**src/rtl/branch_predictor_if.sv**
```systemverilog
// rtl/branch_predictor_if.sv - fetch-side lookup and EX-side training bus for the branch predictor
interface branch_predictor_if #(
   parameter int WORD = 32
);
   logic [WORD-1:0] PC;
   logic            Pre_Branch;
   logic [WORD-1:0] Pre_PC;
   logic            EX_update;
   logic [WORD-1:0] EX_inst_PC;
   logic            EX_taken;
   logic [WORD-1:0] EX_target;
   logic            EX_Branch;
   logic            update_stall;
   logic [31:0]     Mispredict_cnt;

   modport master (
      output PC, EX_update, EX_inst_PC, EX_taken, EX_target, EX_Branch, update_stall,
      input  Pre_Branch, Pre_PC, Mispredict_cnt
   );

   modport slave (
      input  PC, EX_update, EX_inst_PC, EX_taken, EX_target, EX_Branch, update_stall,
      output Pre_Branch, Pre_PC, Mispredict_cnt
   );
endinterface

```
**src/rtl/branch_predictor.sv**
```systemverilog
// rtl/branch_predictor.sv - direct-mapped BTB with 2-bit counters and a mispredict counter
module branch_predictor #(
   parameter int ENTRIES = 64,
   parameter int WORD    = 32
) (
   input logic               clk,
   input logic               rst,
   branch_predictor_if.slave bus
);
   localparam int IDX  = $clog2(ENTRIES);
   localparam int TAGW = WORD - IDX - 2;

   logic            valid   [ENTRIES];
   logic [1:0]      ctr     [ENTRIES];
   logic [TAGW-1:0] tag_mem [ENTRIES];
   logic [WORD-1:0] tgt_mem [ENTRIES];

   logic [IDX-1:0]  rd_idx;
   logic [TAGW-1:0] rd_tag;
   logic            rd_hit;

   logic [IDX-1:0]  wr_idx;
   logic [TAGW-1:0] wr_tag;
   logic            wr_hit;
   logic            we;

   logic [31:0]     mis_cnt;

   // Lookup reads the pre-write contents; a same-cycle write lands after the edge.
   assign rd_idx         = bus.PC[IDX+1:2];
   assign rd_tag         = bus.PC[WORD-1:IDX+2];
   assign rd_hit         = valid[rd_idx] && (tag_mem[rd_idx] == rd_tag);
   assign bus.Pre_Branch = rd_hit & ctr[rd_idx][1];
   assign bus.Pre_PC     = bus.Pre_Branch ? tgt_mem[rd_idx] : bus.PC + WORD'(4);

   assign wr_idx = bus.EX_inst_PC[IDX+1:2];
   assign wr_tag = bus.EX_inst_PC[WORD-1:IDX+2];
   assign wr_hit = valid[wr_idx] && (tag_mem[wr_idx] == wr_tag);
   assign we     = bus.EX_update & ~bus.update_stall;

   always_ff @(posedge clk or posedge rst) begin
      if (rst) begin
         for (int i = 0; i < ENTRIES; i++) begin
            valid[i] <= 1'b0;
            ctr[i]   <= 2'b01;
         end
      end else if (we) begin
         if (wr_hit) begin
            if (bus.EX_taken && ctr[wr_idx] != 2'b11)
               ctr[wr_idx] <= ctr[wr_idx] + 2'b01;
            else if (!bus.EX_taken && ctr[wr_idx] != 2'b00)
               ctr[wr_idx] <= ctr[wr_idx] - 2'b01;
         end else if (bus.EX_taken) begin
            valid[wr_idx] <= 1'b1;
            ctr[wr_idx]   <= 2'b10;
         end
      end
   end

   // Tag/target carry no reset; they are only meaningful behind valid.
   always_ff @(posedge clk) begin
      if (we && bus.EX_taken) begin
         tag_mem[wr_idx] <= wr_tag;
         tgt_mem[wr_idx] <= bus.EX_target;
      end
   end

   always_ff @(posedge clk or posedge rst) begin
      if (rst)
         mis_cnt <= 32'd0;
      else if (bus.EX_Branch && !bus.update_stall && mis_cnt != 32'hFFFF_FFFF)
         mis_cnt <= mis_cnt + 32'd1;
   end

   assign bus.Mispredict_cnt = mis_cnt;
endmodule

```
**src/flat_wrapper.sv**
```systemverilog
// flat-port wrapper written by rule: the top's interface ports become plain ports
module branch_predictor_flat 
#(
   parameter int ENTRIES = 64,
   parameter int WORD    = 32
)
  (clk, rst, bus_PC, bus_EX_update, bus_EX_inst_PC, bus_EX_taken, bus_EX_target, bus_EX_Branch, bus_update_stall, bus_Pre_Branch, bus_Pre_PC, bus_Mispredict_cnt);
  branch_predictor_if #(.WORD(WORD)) bus_i ();
  input logic clk;
  input logic rst;
  input wire logic [$bits(bus_i.PC)-1:0] bus_PC;
  input wire logic [$bits(bus_i.EX_update)-1:0] bus_EX_update;
  input wire logic [$bits(bus_i.EX_inst_PC)-1:0] bus_EX_inst_PC;
  input wire logic [$bits(bus_i.EX_taken)-1:0] bus_EX_taken;
  input wire logic [$bits(bus_i.EX_target)-1:0] bus_EX_target;
  input wire logic [$bits(bus_i.EX_Branch)-1:0] bus_EX_Branch;
  input wire logic [$bits(bus_i.update_stall)-1:0] bus_update_stall;
  output wire logic [$bits(bus_i.Pre_Branch)-1:0] bus_Pre_Branch;
  output wire logic [$bits(bus_i.Pre_PC)-1:0] bus_Pre_PC;
  output wire logic [$bits(bus_i.Mispredict_cnt)-1:0] bus_Mispredict_cnt;
  assign bus_i.PC = bus_PC;
  assign bus_i.EX_update = bus_EX_update;
  assign bus_i.EX_inst_PC = bus_EX_inst_PC;
  assign bus_i.EX_taken = bus_EX_taken;
  assign bus_i.EX_target = bus_EX_target;
  assign bus_i.EX_Branch = bus_EX_Branch;
  assign bus_i.update_stall = bus_update_stall;
  assign bus_Pre_Branch = bus_i.Pre_Branch;
  assign bus_Pre_PC = bus_i.Pre_PC;
  assign bus_Mispredict_cnt = bus_i.Mispredict_cnt;
  branch_predictor #(.ENTRIES(ENTRIES), .WORD(WORD)) u_core (.clk(clk), .rst(rst), .bus(bus_i));
endmodule
```
**config.mk**
```make
export PLATFORM = sky130hd
export DESIGN_NAME = branch_predictor_flat
export DESIGN_NICKNAME = d
export VERILOG_FILES = /design/src/rtl/branch_predictor_if.sv /design/src/rtl/branch_predictor.sv /design/src/flat_wrapper.sv
export SDC_FILE = /design/constraint.sdc
export NUM_CORES = 2
export LEC_CHECK = 0
export ABC_CLOCK_PERIOD_IN_PS = 6600
export BUFFER_PORTS_ARGS = -buffer_cell sky130_fd_sc_hd__buf_4
export CAP_MARGIN = 20
export CORE_ASPECT_RATIO = 1.1
export CORE_MARGIN = 2
export CORE_UTILIZATION = 45
export DETAILED_ROUTE_END_ITERATION = 7
export PLACE_DENSITY = 0.61
export SLEW_MARGIN = 5
export SYNTH_ARGS = -nofsm -noshare
export SYNTH_HDL_FRONTEND = slang
export SYNTH_SLANG_ARGS = --single-unit
```
**constraint.sdc**
```tcl
create_clock -name clk -period 6.6 [get_ports clk]
set_clock_uncertainty 0.2 [all_clocks]
set_input_delay 0.33 -clock clk [delete_from_list [all_inputs] [get_ports clk]]
set_output_delay 0.33 -clock clk [all_outputs]
set_load 0.01 [all_outputs]
```
# Yosys cells after proc, flatten, opt, wreduce, memory -nomap -nowiden
# Memories as Yosys holds them, arrays and structs flattened.
# Cells that the tools add are included.
# Widths: inputs -> output; s select.
# totals
elab_cells	192
regBits	224
inputBits	102
mem_count	2
ram_bits	3584
# classes
n_reduce_logical	14
muxes	25
eq_ne	5
n_bitwise	10
order_cmp	3
addsub	4
# memory_table
memory	words	width	rd	rd_clocked_by_memory_dff	wr	line	source
u_core.tgt_mem	64	32	1	0	1	branch_predictor.sv:16	logic [WORD-1:0] tgt_mem [ENTRIES];
u_core.tag_mem	64	24	2	0	1	branch_predictor.sv:15	logic [TAGW-1:0] tag_mem [ENTRIES];
# op_table
operator	count
$mux 128	4
$bwmux 128	2
$or 64x64->64	2
$and 64x64->64	1
$not 64->64	1
$eq 24x24->1	2
$add 32x1->32 const B	1
$add 32x3->32 const B	1
$mux 32	1
$ne 32x32->1 const B	1
$bmux 2 s6	2
$ge 7x7->1 const B	2
$not 6->7	2
$bmux 1 s6	2
$demux 2 s6	1
$mux 2	5
$logic_and 1x1->1	8
$lt 7x1->1 const B	1
$mux 1	7
$demux 1 s6	1
$reduce_and 3->1	2
$reduce_bool 2->1	2
$ne 3x3->1 const B	1
$add 2x1->2 const B	1
other kinds (5)	8

# Logic depth before layout (Yosys ltp)
# logic_depth
ltp_word	9
ltp_mapped	25
ltp_nobuf	18

# Least setup slack after synthesis
# Ideal clock, no wire load.
# synth_path
path_type	input -> register
start	input bus_EX_inst_PC[4]
end	register u_core.ctr[0] in the netlist's numbering
path_slack_ps	809
cell_stages	12
t_arrival_ps	5508
cell_sequence	buf_4 -> buf_4 -> buf_2 -> buf_2 -> buf_2 -> clkbuf_1 -> buf_2 -> buf_1 -> nand2_1 -> nor2_1 -> mux2i_1 -> a2bb2o_1
# synth_between
elab_chain_cells	9
elab_cells_between_ends	32
classes_between	add/sub (2); order compare (2); eq/ne (3); mux (14); bitwise (3); reduce/logical (7); memory (1)
# synth_rtl
element	line	source
start: declaration	flat_wrapper.sv:13	input wire logic [$bits(bus_i.EX_inst_PC)-1:0] bus_EX_inst_PC;
$not 6->7 (implied by the code)	--	
$bmux 2 s6, or another cell as far along	--	
$mux 2 (implied by the code) / $logic_and 1x1->1 (equally long branches)	--	
$mux 2, on equally long branches	--	
$sub 2x1->2 / $demux 2 s6 (equally long branches)	branch_predictor.sv:52, branch_predictor.sv:50, branch_predictor.sv:55	
$bwmux 128 / $not 64->64 (equally long branches)	--	
$mux 128 / $and 64x64->64 (equally long branches)	--	
$mux 128, on equally long branches	branch_predictor.sv:49, branch_predictor.sv:53	
$mux 128	branch_predictor.sv:48	if (wr_hit) begin
end signal: indexed assignment	branch_predictor.sv:50	ctr[wr_idx] <= ctr[wr_idx] + 2'b01;
end signal: indexed assignment	branch_predictor.sv:52	ctr[wr_idx] <= ctr[wr_idx] - 2'b01;
end: declaration	branch_predictor.sv:14	logic [1:0] ctr [ENTRIES];
# Several ways; a longest one is shown, not always the timed one. The select of a mux whose other input is x is not followed.
# A chain may end at the register's enable or synchronous reset.

==> qor.csv <==
stage,metric,value,unit
outcome,outcome,"complete, but fails checks",
outcome,failing checks,design-rule violations,
cts,clk sinks,3808,
timing,Worst-Margin Slew,1190,ps
drt,DRC viols,1,
timing,final setup fails,0,
power_and_ir_drop,Gate power share,7.0,%
critical_path,crit path cell chain,"mux4_2, mux4_2, mux4_2, xnor2_1, nand4_1, nor2_1, nand4_1, or4_4, buf_12, mux2_4, buf_4",
synth,leading area contributor after synthesis,edfxtp_1,
timing,RSZ-0062 raised after global routing,no,
critical_path,Critical Path Start Type,register,
critical_path,CP max stage cell,xnor2_1,
synth,"FFs w/ async S/R, synth",5.88,%
layout,area of the multi-input gates,46600,um2
place,IO buf count,164,
synth,"Seq/Total Area, Yosys",69.9,%
layout,Filler Cell Count,28100,
cts,"Clk Latency, worst-skew pair",1010,ps
critical_path,worst-path maximum fanout,32,
power_and_ir_drop,peak supply drop,0.188,mV
place,half-perimeter wire length after placement,309000,um
synth,main flop type after synthesis,edfxtp_1,
cts,H-tree levels,5,
critical_path,Critical Path AT,5600,ps
timing,maximum clock frequency,163,MHz
critical_path,delay of the slowest critical-path stage,790,ps
cts,CTS Buf Count,392,
layout,Final Net Count,8633,
drt,Vias,94300,
floorplanning,Initial Util,45.1,%
place,routability congestion estimate,0.936,
cts,Clock Tree Buf Depth,4,
power_and_ir_drop,Sw Pwr,11.9,mW
layout,most frequent cells in the layout,"3584 x edfxtp_1, 1327 x mux4_2, 460 x buf_4, 400 x clkbuf_16, 272 x mux2i_1",
cts,post-cts sizing count,0,
timing,"Min Clock Period, post-route",6130,ps
floorplanning,DIE AREA,365000,um2
global_route,vias in the first global route,92200,
synth,mapped cell area,162000,um2
layout,FF/Latch Area,113000,um2
power_and_ir_drop,Reg power frac,50.4,%
synth,yosys warns,0,
power_and_ir_drop,Sw Share,22.4,%
critical_path,"Req. time, crit path",6070,ps
power_and_ir_drop,leakage power,59.8,nW
timing,final cycle utilization of the critical path,92.9,%
power_and_ir_drop,pwr dens,285,nW/um2
floorplanning,die height,634,um
layout,"commonest non-fill, non-tap cell in the layout",edfxtp_1,
global_route,grt ovf,0,
timing,total negative slack,0,ps
min_path,Worst Hold Class,in2reg,
critical_path,Setup CP Type,reg2out,
drt,Final ANT Viol Nets,0,
cts,root buf cell,clkbuf_16,
critical_path,"most used cell, CP",mux4_2,
global_route,GRT Util Overall,30.6,%
floorplanning,chip width,576,um
synth,"EDFF count, synth",3584,
synth,dominant cells by area after synthesis,"edfxtp_1 66%, mux4_2 18%, dfrtp_1 2.5%",
cts,CTS tree,yes,
synth,syn_area_per_cell,20.1,um2
cts,clock-pin slew on the worst setup and hold paths,60,ps
global_route,largest net degree at the start of global routing,130,
global_route,first-pass GRT wire length,766000,um
drt,initial drt markers,15000,
synth,Syn Nets,8167,
layout,P&R area growth vs syn,14.5,%
layout,share of cells above drive strength 1,31.3,%
floorplanning,I/O pin cnt,167,
timing,Max-slew headroom,20.3,%
drt,WL/cell,41.4,um
synth,Post-Syn Instances,8061,
power_and_ir_drop,Int Pwr,41.0,mW
synth,Synth top area share,66.4,%
floorplanning,cell row count,231,
global_route,initial antenna violation count,41,
layout,"non-filler cells, final",13600,
floorplanning,Core Region,359000,um2
run,total of max-cap violations,0,
drt,vias per cell,6.91,
drt,DRT Pass-1 Iters,8,
critical_path,Setup crit end kind,primary output,
place,placed cells,12800,
power_and_ir_drop,power share of the clock group,42.6,%
timing,"Slew Viols, Final",0,
synth,Yosys cell types,78,
drt,DRT Wirelength,566000,um
synth,number of synthesized register bits,3808,
timing,"Hold Vio Cnt, Final",0,
power groups by stage:
stage,Combinational [mW],Clock (mW),Sequential (mW)
after floorplan,2.03,0,27.1
after global placement,3.54,0,27.1
after detailed placement,3.59,0,27.1
after CTS,3.64,22.8,26.6
after global routing,3.81,23.7,26.6
final,3.69,22.5,26.6
cell type report:
cell class | instances | area share [%]
clock buffer | 480 | 5.57
timing repair buffer | 642 | 3.47
antenna | 28 | 0.0377
tap | 4776 | 3.22
multi-input combinational | 3588 | 25.1
inverter | 95 | 0.218
clock inverter | 232 | 1.36
sequential | 3808 | 61.0
synth_stat cells, drive strengths merged, types with 64 or more instances:
cell type / n
a21oi: 129
a221oi: 103
a22oi: 191
buf: 317
clkbuf: 253
dfrtp: 160
dfstp: 64
edfxtp: 3584
inv: 94
mux2: 130
mux2i: 272
mux4: 1327
nand2: 225
nand3: 109
nor2: 202
o21ai: 70
o22ai: 92
xnor2: 69
worst max-delay path, delay by kind of cell, from the launching register on:
kind,cells,cell delay [ps]
xor gates and xnor gates,1,790
and+or+nand+nor,4,920
muxes,4,1990
DFF,1,400
buffers and inverters,2,390
routing by layer:
| metal | track usage (%) | routed length (um) | vias to the layer above |
|---|---|---|---|
| li1 | - | - | 35300 |
| met1 | 40.0 | 203000 | 50700 |
| met2 | 47.5 | 262000 | 6724 |
| met3 | 7.32 | 64100 | 1470 |
| met4 | 16.9 | 36400 | 12 |
| met5 | 0 | 84 | - |
state kept, by name (all words and copies together), names as in the netlist:
register	flops
u_core.bus.Mispredict_cnt	32
u_core.ctr	128
u_core.tag_mem	1536
u_core.tgt_mem	2048
u_core.valid	64
path summary, 6_finish.rpt:
| kind | start | endpoint | cells after the start | slack (ps) |
|---|---|---|---|---|
| worst max-delay path | u_core.tag_mem[23][0] | bus_Pre_PC[28] | 11 | 470 |
| worst min-delay path | bus_EX_update | u_core.ctr[36] | 6 | 160 |
| worst max register to register | u_core.tag_mem[21][20] | u_core.ctr[24] | 13 | 1240 |
| worst min register to register | u_core.ctr[126] | u_core.ctr[126] | 2 | 270 |
| max in group asynchronous | rst | u_core.ctr[17] | 5 | 4290 |
| min in group asynchronous | rst | u_core.bus.Mispredict_cnt[24] | 4 | 470 |
per-stage QoR:
stage                     cell area (um2)  hold slack (ps)  util, %  power, mW  worst slack, ps
after CTS                          186000             21.8     51.6       53.1              580
after global placement             172000              255     47.8       30.7              294
final                              186000              158     51.7       52.9              471
after floorplan                    162000              229        -       29.2             41.4
after detailed placement           172000              256     47.9       30.7              279
after global routing               186000              131     51.7       54.1              552
what timing repair did:
action                                  CTS  global route
setup buffers                             0             0
endpoints found under the hold margin  3741             0
hold buffers                             63             0
kinds of logic after synthesis:
kind of cell / share of synthesized area [%]
DFF: 69.9
muxes: 21.1
AOI/OAI and AO/OA: 4.35
and+or+nand+nor: 2.37
buffers and inverters: 1.77
xor gates and xnor gates: 0.551
adders and majority gates: 0.0309
Power figures use the tool's default switching activity.
